`config.mk`:
```
export PLATFORM = sky130hd
export DESIGN_NAME = sram_serial_io_ctrl
export DESIGN_NICKNAME = d
export VERILOG_FILES = /design/src/rtl/sram_serial_io_ctrl.sv
export SDC_FILE = /design/constraint.sdc
export NUM_CORES = 1
export LEC_CHECK = 0
export BUFFER_PORTS_ARGS = -buffer_cell sky130_fd_sc_hd__clkbuf_2
export CAP_MARGIN = 10
export CORE_MARGIN = 1
export CORE_UTILIZATION = 34
export DETAILED_ROUTE_END_ITERATION = 12
export PLACE_DENSITY_LB_ADDON = 0.2
export REMOVE_ABC_BUFFERS = 1
export SYNTH_ARGS = -nofsm -noshare
export SYNTH_HDL_FRONTEND = slang
export SYNTH_SLANG_ARGS = --single-unit
export TNS_END_PERCENT = 30
```
`constraint.sdc`:
```
create_clock -name CLK -period 2 [get_ports CLK]
set_clock_uncertainty 0.15 [all_clocks]
set_input_delay 0.2 -clock CLK [delete_from_list [all_inputs] [get_ports CLK]]
set_output_delay 0.2 -clock CLK [all_outputs]
set_load 0.05 [all_outputs]
```
`src/rtl/sram_serial_io_ctrl.sv`:
```
// -----------------------------------------------------------------------------
// sram_serial_io_ctrl
//   Bit-serial loader/reader for the 512x8 instruction/data SRAM. The host
//   shifts a 17-bit frame {addr[8:0], data[7:0]} in on SI, LSB first. The block
//   then performs one SRAM write, or one read whose byte is sent back on SO,
//   LSB first. It sits between the off-chip scan/test port and the SRAM.
//
// Ports
//   CLK     in   1  clock, all state on rising edge
//   RST_N   in   1  asynchronous active-low reset
//   BGN     in   1  high = run one transaction, low = abort / return to IDLE
//   SI      in   1  serial frame input (data[0] first, addr[8] last)
//   LOAD_N  in   1  0 = load mode (block owns the SRAM), 1 = block disabled
//   CTRL    in   2  00 write, 01 read, 1x no-op (shift only)
//   PI      in   8  SRAM read data (registered inside the SRAM)
//   RDY     out  1  transaction complete, held until BGN falls
//   D_WE    out  1  SRAM write enable, one-cycle pulse
//   CEN     out  1  SRAM enable, registered (RST_N & ~LOAD_N)
//   SO      out  1  serial read data, LSB first
//   A       out  9  SRAM address
//   PO      out  8  SRAM write data
// -----------------------------------------------------------------------------
module sram_serial_io_ctrl #(
  parameter int MEMORY_DATA_WIDTH = 8,
  parameter int MEMORY_ADDR_WIDTH = 9
) (
  input  logic                         CLK,
  input  logic                         RST_N,
  input  logic                         BGN,
  input  logic                         SI,
  input  logic                         LOAD_N,
  input  logic [1:0]                   CTRL,
  input  logic [MEMORY_DATA_WIDTH-1:0] PI,
  output logic                         RDY,
  output logic                         D_WE,
  output logic                         CEN,
  output logic                         SO,
  output logic [MEMORY_ADDR_WIDTH-1:0] A,
  output logic [MEMORY_DATA_WIDTH-1:0] PO
);

  localparam int REG_BITS_WIDTH = MEMORY_ADDR_WIDTH + MEMORY_DATA_WIDTH;
  localparam int CNT_W          = $clog2(REG_BITS_WIDTH);

  typedef enum logic [2:0] {
    S_IDLE,
    S_SETUP,
    S_SHIFT,
    S_WRITE,
    S_RDADDR,
    S_RDCAP,
    S_SHOUT,
    S_DONE
  } state_t;

  state_t                         state_q, state_d;
  logic [CNT_W-1:0]               cnt_q, cnt_d;
  logic [REG_BITS_WIDTH-1:0]      sreg_q, sreg_d;
  logic [MEMORY_DATA_WIDTH-1:0]   oreg_q, oreg_d;
  logic [MEMORY_ADDR_WIDTH-1:0]   a_q, a_d;
  logic [MEMORY_DATA_WIDTH-1:0]   po_q, po_d;
  logic                           we_q, we_d;
  logic                           rdy_q, rdy_d;
  logic                           so_q, so_d;
  logic                           cen_q;

  // Frame contents including the bit being sampled on this edge, so the
  // address/data can be loaded into A/PO on the same edge the 17th bit lands.
  logic [REG_BITS_WIDTH-1:0]      shift_next;
  assign shift_next = {SI, sreg_q[REG_BITS_WIDTH-1:1]};

  always_ff @(posedge CLK or negedge RST_N) begin
    if (!RST_N) begin
      state_q <= S_IDLE;
      cnt_q   <= '0;
      sreg_q  <= '0;
      oreg_q  <= '0;
      a_q     <= '0;
      po_q    <= '0;
      we_q    <= 1'b0;
      rdy_q   <= 1'b0;
      so_q    <= 1'b0;
      cen_q   <= 1'b0;
    end else begin
      state_q <= state_d;
      cnt_q   <= cnt_d;
      sreg_q  <= sreg_d;
      oreg_q  <= oreg_d;
      a_q     <= a_d;
      po_q    <= po_d;
      we_q    <= we_d;
      rdy_q   <= rdy_d;
      so_q    <= so_d;
      cen_q   <= ~LOAD_N;
    end
  end

  always_comb begin
    state_d = state_q;
    cnt_d   = cnt_q;
    sreg_d  = sreg_q;
    oreg_d  = oreg_q;
    a_d     = a_q;
    po_d    = po_q;
    so_d    = so_q;
    we_d    = 1'b0;
    rdy_d   = 1'b0;

    // Disabling the block or dropping BGN mid-transaction always wins; an
    // aborted frame never reaches WRITE, so no partial write can happen.
    if (LOAD_N || (!BGN && (state_q != S_IDLE))) begin
      state_d = S_IDLE;
      cnt_d   = '0;
    end else begin
      unique case (state_q)
        S_IDLE: begin
          cnt_d = '0;
          if (BGN) state_d = S_SETUP;
        end
        // Dead cycle: the host presents frame bit 0 after this edge.
        S_SETUP: begin
          state_d = S_SHIFT;
        end
        S_SHIFT: begin
          sreg_d = shift_next;
          cnt_d  = cnt_q + CNT_W'(1);
          if (cnt_q == CNT_W'(REG_BITS_WIDTH - 1)) begin
            cnt_d = '0;
            unique case (CTRL)
              2'b00: begin
                state_d = S_WRITE;
                a_d     = shift_next[REG_BITS_WIDTH-1:MEMORY_DATA_WIDTH];
                po_d    = shift_next[MEMORY_DATA_WIDTH-1:0];
                we_d    = 1'b1;
              end
              2'b01: begin
                state_d = S_RDADDR;
                a_d     = shift_next[REG_BITS_WIDTH-1:MEMORY_DATA_WIDTH];
              end
              default: begin
                state_d = S_DONE;
                rdy_d   = 1'b1;
              end
            endcase
          end
        end
        S_WRITE: begin
          state_d = S_DONE;
          rdy_d   = 1'b1;
        end
        // SRAM read is registered: PI is valid one cycle after A.
        S_RDADDR: begin
          state_d = S_RDCAP;
        end
        // Bit 0 goes straight to SO; the rest waits in oreg, pre-shifted.
        S_RDCAP: begin
          so_d    = PI[0];
          oreg_d  = {1'b0, PI[MEMORY_DATA_WIDTH-1:1]};
          cnt_d   = '0;
          state_d = S_SHOUT;
        end
        S_SHOUT: begin
          so_d   = oreg_q[0];
          oreg_d = {1'b0, oreg_q[MEMORY_DATA_WIDTH-1:1]};
          cnt_d  = cnt_q + CNT_W'(1);
          if (cnt_q == CNT_W'(MEMORY_DATA_WIDTH - 2)) begin
            cnt_d   = '0;
            state_d = S_DONE;
            rdy_d   = 1'b1;
          end
        end
        // Hold until BGN falls (handled above); no re-trigger while high.
        S_DONE: begin
          rdy_d = 1'b1;
        end
        default: begin
          state_d = S_IDLE;
          cnt_d   = '0;
        end
      endcase
    end
  end

  assign RDY  = rdy_q;
  assign D_WE = we_q;
  assign CEN  = cen_q;
  assign SO   = so_q;
  assign A    = a_q;
  assign PO   = po_q;

endmodule

```
# [After elaboration in Yosys (flattened, before gate mapping)]
# Cells that the tools add are included.
# Widths: inputs -> output; s select.
[word_totals] register_bits=54 input_bits=15 output_inout_bits=21 word_cells=64
[op_classes] n_addsub=1 n_eq_ne=13 muxes=21 bitwise=2 reduce_logical=17
[op_table] cell="$pmux 3 s7" count=1
[op_table] cell="$pmux 8 s2" count=1
[op_table] cell="$mux 5" count=3
[op_table] cell="$pmux 5 s3" count=1
[op_table] cell="$eq 3x3->1 const B" count=4
[op_table] cell="$mux 3" count=4
[op_table] cell="$reduce_and 4->1" count=3
[op_table] cell="$ne 3x3->1 const B" count=3
[op_table] cell="$mux 1" count=8
[op_table] cell="$reduce_bool 8->1" count=1
[op_table] cell="$eq 3x2->1 const B" count=2
[op_table] cell="$pmux 3 s2" count=1
[op_table] cell="$reduce_or 2->1" count=3
[op_table] cell="$add 5x1->5 const B" count=1
[op_table] cell="$eq 5x3->1 const B" count=1
[op_table] cell="$eq 5x5->1 const B" count=1
[op_table] cell="$reduce_and 2->1" count=2
[op_table] cell="$reduce_bool 4->1" count=1
[op_table] cell="$eq 3x1->1 const B" count=1
[op_table] cell="$logic_not 3->1" count=1
[op_table] cell="$pmux 1 s3" count=1
[op_table] cell="$reduce_bool 3->1" count=1
[op_table] cell="$eq 2x1->1 const B" count=1
[op_table] cell="$logic_not 2->1" count=1
[op_table] cell="6 further kinds" count=7

# [Logic depth before layout (Yosys ltp)]
# Gate-level depths: netlist of run 1.
[logic_depth] depth_word=6 ltp_mapped=7 mapped_depth_nobuf=7

# [Least setup slack after synthesis of run 1]
# Ideal clock, no wire load.
[synth_path] path_type="register to register" startpoint="register cnt_q[0]" endpoint="register cnt_q[4]" setup_ns=0.076 arrival_ns=1.558 t_required_ns=1.774 slack_ns=0.215 path_stages_with_launch=8 path_buffers=0 period_less_slack_ns=1.785 path_cell_list="dfrtp_1 > inv_1 > ha_1 > and4bb_2 > nor2b_1 > nor4b_4 > a21oi_1 > o21ai_1"
[synth_between] elab_chain_cells=4 elab_cells_between_ends=7 cone_classes="add/sub (1); eq/ne (2); mux (4)"
[synth_lines] item="from (decl)" line_no="57" source="logic [CNT_W-1:0] cnt_q, cnt_d;"
[synth_lines] item="from (signal assigned)" line_no="86" source="cnt_q <= cnt_d;"
[synth_lines] item="$add 5x1->5, or another cell as far along" line_no="126, 165"
[synth_lines] item="$mux 5 (on tied branches)" line_no="166, 127"
[synth_lines] item="$pmux 5 s3 *" line_no="115" source="unique case (state_q)"
[synth_lines] item="$mux 5 *" line_no="111" source="if (LOAD_N || (!BGN && (state_q != S_IDLE))) begin"
# Every way passes the cells marked *; elsewhere a longest branch is shown, timed or not.
# A chain may end at the register's enable or synchronous reset.

# [Worst setup path in the final report of run 1]
[layout_path] startpoint="register cnt_q[0]" endpoint="register po_q[4], in the netlist PO[4]"
[layout_between] elab_chain_cells=2
[layout_lines] item="$eq 5x5->1" line_no="127" source="if (cnt_q == CNT_W'(REG_BITS_WIDTH - 1)) begin"
[layout_lines] item="$reduce_and 4->1 (no line)"
[layout_lines] item="to (signal assigned)" line_no="90" source="po_q <= po_d;"
[layout_lines] item="to (decl)" line_no="61" source="logic [MEMORY_DATA_WIDTH-1:0] po_q, po_d;"
# No other way between the ends.

==> results of run 1 <==
[per-stage QoR]
step | setup WS (ns) | hold slack, ns | setup TNS, ns | util
after CTS | 0.0411 | 0.0293 | 0 | 0.430
after floorplan | -0.250 | -0.246 | -3.55 | -
after global routing | 0.00407 | 0.0406 | 0 | 0.434
after detailed placement | 0.0684 | 0.0666 | 0 | 0.411
after global placement | 0.109 | 0.0720 | 0 | 0.411
final | 0.0992 | 0.0352 | 0 | 0.434
[cell type report]
cell class	count	area share
inverters	7	0.00926
flip-flops and latches	52	0.459
clock buffers	6	0.0256
multi-input cells	119	0.349
clock inverters	2	0.00485
repair buffers	51	0.118
well taps	77	0.0340
[synth_stat cells (2+ instances only)]
cell	n	share of area
a22o_1	2	0.0074
xnor2_1	2	0.0074
dfrtp_1	52	0.55
mux2_2	12	0.057
nor2_1	10	0.016
and4bb_2	2	0.011
buf_4	3	0.0096
inv_1	6	0.0096
nor2b_1	4	0.011
o21ai_0	2	0.0042
nand2_1	11	0.018
nand3_1	3	0.0064
mux2_1	21	0.10
mux2i_1	6	0.025
ha_1	3	0.016
a21oi_1	14	0.030
nor3_1	2	0.0042
buf_2	3	0.0064
a221oi_1	2	0.0074
nand2b_4	2	0.012
nor2_2	2	0.0053
nand2b_1	2	0.0053
[state kept, by name, summed over array words and instances, names as in the netlist]
| name | cells |
|---|---|
| CEN | 1 |
| RDY | 1 |
| oreg_q | 7 |
| PO | 8 |
| sreg_q | 16 |
| D_WE | 1 |
| A | 9 |
| cnt_q | 5 |
| SO | 1 |
| state_q | 3 |
[per-layer routing]
metal	global-route usage	vias up	wire, um
met5	0	-	0
met4	0.0462	0	43
met3	0.0418	5	151
met2	0.203	32	1920
met1	0.156	745	1990
li1	-	754	-
[report_power, final]
part           internal [uW]  switching (uW)
registers               1120            45.2
logic                    169             205
clock network            250             346
[timing repair]
item / in CTS / in global routing
endpoints found under the setup margin: 0 / 20
setup buffers: 0 / 1
gates resized for setup: 0 / 3
hold endpoints to repair: 56 / 0
hold buffers: 4 / 0
[cells in the final DEF (no fill, tap or decap), types with 2 or more instances in the layout]
| cell | n |
|---|---|
| dfrtp_1 | 51 |
| clkbuf_2 | 35 |
| mux2_1 | 21 |
| a21oi_1 | 14 |
| mux2_2 | 12 |
| nand2_1 | 11 |
| nor2_1 | 10 |
| buf_4 | 9 |
| inv_1 | 6 |
| mux2i_1 | 6 |
| clkbuf_8 | 5 |
| nor2b_1 | 4 |
| dlygate4sd3_1 | 4 |
| nand3_1 | 3 |
| ha_1 | 3 |
| and4bb_2 | 2 |
| a221oi_1 | 2 |
| nand2b_4 | 2 |
| nor3_1 | 2 |
| nor2_2 | 2 |
| xnor2_1 | 2 |
| a22o_1 | 2 |
| nand2b_1 | 2 |
| a21boi_1 | 2 |
| o21ai_0 | 2 |
| buf_12 | 2 |
[cells by family after synthesis]
group,after synthesis,share of synthesized area
adder cells (fa/ha/maj),3,0.0159
XOR/XNOR,2,0.00744
multiplexers,39,0.183
AO/OA/AOI/OAI,29,0.0818
AND/OR/NAND/NOR,46,0.132
flip-flops,52,0.552
buffers and inverters,13,0.0271
[worst max-delay path: stages, from the launching register on]
cell and delay (ns):
dfrtp_1 0.41, inv_1 0.11, ha_1 0.15, and4bb_2 0.27
and4bb_1 0.21, buf_6 0.15, mux2_1 0.33
[worst paths after layout]
kind	start	end	slack, ns	cells after the start
worst max-delay path	cnt_q[0]	PO[4]	0.1	6
worst min-delay path	PI[3]	oreg_q[2]	0.04	3
worst max register to register	cnt_q[0]	PO[4]	0.1	6
worst min register to register	PO[0]	PO[0]	0.34	1
max in group asynchronous	RST_N	state_q[2]	1.19	3
min in group asynchronous	RST_N	PO[2]	0.28	3
==> impl_metrics.csv, run 1 <==
group,metric,value,unit
timing,hold_viol,0,
clock_network,clk_latency,0.30,ns
grt,grt_pass1_wl,7080,um
drt,drtAntennaViolNets,0,
outcome,status,"finished, final reports clean",
placed_design,dp_hpwl,2870,um
run,drv_cap,0,
yosys,synthCells,184,
power,power.density,751,nW/um^2
grt,grt_max_degree,53,
clock_network,htree_levels,2,
floorplanning,dieHeight,85.2,um
drt,vias,1536,
floorplanning,dieArea,7270,um^2
timing,maxSlewViolCount,0,
yosys,synth-main-ff-cell,"dfrtp_1",
final_layout,final_area,2840,um^2
floorplanning,coreArea,6530,um^2
power,p_leak,0.00147,uW
clock_network,cts_tree,"done",
timing,fmax,526,MHz
floorplanning,start_util,0.361,
timing,tightest_slew,0.331,ns
clock_network,clkSinkCount,52,
grt,grt_usage,0.125,
timing,rsz0062_at_grt,"false",
timing,fin_crit,1.90,ns
drt,drc_errors,0,
yosys,yosysWarnings,0,
floorplanning,row_count,29,
final_layout,fin_nets,254,
clock_network,clk_path_buf_depth,2,
yosys,seq_area_frac_synth,0.552,
drt,drt-pass1-iter-count,4,
power,irDropWorstVdd,327,uV
clock_network,numCtsBuffers,5,
power,p_total,2130,uW
yosys,synth_edf_count,0,
final_layout,areaGrowthSynthToFinish,20.4,%
placed_design,io_buffers,35,
drt,wl_per_cell,13.1,um
drt,viasPerCell,4.89,
floorplanning,io_pins,36,
final_layout,fill_cells,643,
drt,drt_iter0_markers,65,
yosys,async_flop_share,1.00,
worst_setup_path,worstPathMaxFanout,9,
floorplanning,die_w,85.2,um
final_layout,multiInputGateArea,991,um^2
worst_setup_path,arrival,1.94,ns
placed_design,placed_area,2690,um^2
worst_setup_path,cp-start-kind,"register",
timing,slew_headroom,0.778,
timing,min_period_over_period,0.950,
worst_setup_path,crit_path_end_kind,"register",
worst_setup_path,worstPathRequired,2.04,ns
yosys,postSynthAreaPerCell,12.8,um^2
final_layout,drive_gt1_frac,0.346,
grt,overflow,0,
yosys,synthesis.area,2360,um^2
clock_network,root_buffer,"clkbuf_8",
placed_design,place.gp.congestion,0.751,
worst_hold_path,hold_path_class,"in2reg",
yosys,ys_seq_elements,52,
grt,grt_antenna_before_repair,0,
worst_setup_path,criticalPathCategory,"reg2reg",
final_layout,antenna_cells,0,
placed_design,dp_cells,301,
clock_network,clk_pin_slew,0.10,ns
final_layout,seq_area,1300,um^2
grt,grt_pass1_vias,1516,
drt,drt_wl_total,4110,um
timing,setup-violations-final,0,
yosys,netlist-cell-type-count,40,
final_layout,instances_no_fill,314,
No activity file was read; power rests on OpenSTA's default activity.
==> run 2, diff against run 1 <==
- CELL_PAD_IN_SITES_DETAIL_PLACEMENT: not set -> 0
- CELL_PAD_IN_SITES_GLOBAL_PLACEMENT: not set -> 1
- CTS_BUF_LIST: not set -> sky130_fd_sc_hd__clkbuf_4 sky130_fd_sc_hd__clkbuf_8
==> impl_metrics.csv, run 2 (synthesis results as in run 1) <==
group,metric,value,unit
drt,drtAntennaViolNets,0,
grt,overflow,0,
timing,maxSlewViolCount,0,
final_layout,instances_no_fill,316,
drt,wl_per_cell,12.9,um
worst_setup_path,crit_path_end_kind,"register",
floorplanning,die_w,85.2,um
power,p_total,2130,uW
timing,tightest_slew,0.302,ns
floorplanning,io_pins,36,
worst_setup_path,worstPathRequired,2.09,ns
final_layout,largest_reg_flops,16,
placed_design,placed_area,2690,um^2
drt,vias,1535,
clock_network,numCtsBuffers,5,
final_layout,regMostFlops,"sreg_q",
clock_network,clk_pin_slew,0.09,ns
final_layout,final_cell_mix,"dfrtp_1, clkbuf_2, mux2_1, a21oi_1",
floorplanning,coreArea,6530,um^2
clock_network,clk_path_buf_depth,2,
final_layout,fin_nets,256,
final_layout,antenna_cells,0,
worst_setup_path,arrival,2.01,ns
run,drv_cap,0,
power,irDropWorstVdd,317,uV
grt,grt_antenna_before_repair,0,
clock_network,clk_latency,0.30,ns
timing,setup-violations-final,0,
power,power.density,748,nW/um^2
worst_setup_path,criticalPathCategory,"reg2reg",
grt,grt_pass1_wl,7220,um
drt,drt_wl_total,4070,um
drt,viasPerCell,4.86,
clock_network,root_buffer,"clkbuf_8",
worst_setup_path,cp-start-kind,"register",
timing,fin_crit,1.92,ns
final_layout,final_area,2850,um^2
placed_design,dp_cells,302,
floorplanning,dieHeight,85.2,um
final_layout,fill_cells,639,
placed_design,dp_hpwl,2960,um
placed_design,place.gp.congestion,0.767,
timing,hold_viol,0,
worst_setup_path,worstPathMaxFanout,5,
drt,drt-pass1-iter-count,4,
drt,drt_iter0_markers,65,
clock_network,clkSinkCount,52,
worst_hold_path,hold_path_class,"in2reg",
floorplanning,dieArea,7270,um^2
final_layout,areaGrowthSynthToFinish,21.0,%
outcome,status,"finished, final reports clean",
placed_design,io_buffers,35,
timing,fmax,522,MHz
power,p_leak,0.00148,uW
grt,grt_pass1_vias,1508,
timing,whs,0.0385,ns
timing,min_period_over_period,0.958,
grt,grt_max_degree,53,
floorplanning,start_util,0.361,
clock_network,htree_levels,2,
final_layout,drive_gt1_frac,0.360,
timing,slew_headroom,0.799,
final_layout,final_common_cell,"dfrtp_1",
floorplanning,row_count,29,
grt,grt_usage,0.125,
timing,fin_tns_setup,0,ns
drt,drc_errors,0,
clock_network,cts_tree,"done",
run 2: repair_timing:
action                     CTS  global route
hold buffers                 4             0
gates resized for setup      0             2
hold endpoints to repair    56             0
setup endpoints to repair    0            14
buffers inserted             0             2
run 2: power by group:
group | switching (uW) | total, uW | internal, uW | leakage, uW
clock | 337 | 581 | 245 | 0.0000479
combinational | 203 | 382 | 179 | 0.000719
sequential | 52.4 | 1170 | 1120 | 0.000714
run 2: critical path, stage by stage (launching register included):
cell and delay, ns:
dfrtp_1 0.41, inv_2 0.06, ha_1 0.18, and4bb_2 0.25
nor2b_2 0.18, nor4b_4 0.32, buf_4 0.18, a22o_1 0.12
run 2: per-layer routing:
layer,global-route usage,vias to the layer above,wire (um)
li1,-,762,-
met1,0.176,746,2050
met2,0.191,22,1870
met3,0.0292,5,90
met4,0.0416,0,55
met5,0,-,0
run 2: final timing paths:
check                             to  startpoint  cells past startpoint  slack [ns]
max in group asynchronous  oreg_q[3]       RST_N                      3        1.19
max                         cnt_q[1]    cnt_q[0]                      7        0.08
min reg2reg                    PO[4]       PO[4]                      1        0.34
min                        oreg_q[5]       PI[6]                      3        0.04
min in group asynchronous  sreg_q[8]       RST_N                      3        0.28
max reg2reg                 cnt_q[1]    cnt_q[0]                      7        0.08
run 2: cell type report:
class	instances	area (um^2)	area share
Tap cell	77	96.3	0.0338
Sequential cell	52	1300	0.457
Clock buffer	5	68.8	0.0241
Inverter	7	26.3	0.00922
Clock inverter	3	18.8	0.00658
Multi-Input combinational cell	119	993	0.349
Timing Repair Buffer	53	345	0.121
run 2: stage by stage:
| stage | setup slack (ns) | util |
|---|---|---|
| 2_1_floorplan | -0.250 | - |
| 3_3_place_gp | 0.0873 | 0.412 |
| 3_5_place_dp | 0.0623 | 0.412 |
| 4_1_cts | 0.0243 | 0.432 |
| 5_1_grt | -0.0239 | 0.436 |
| 6_report | 0.0844 | 0.436 |
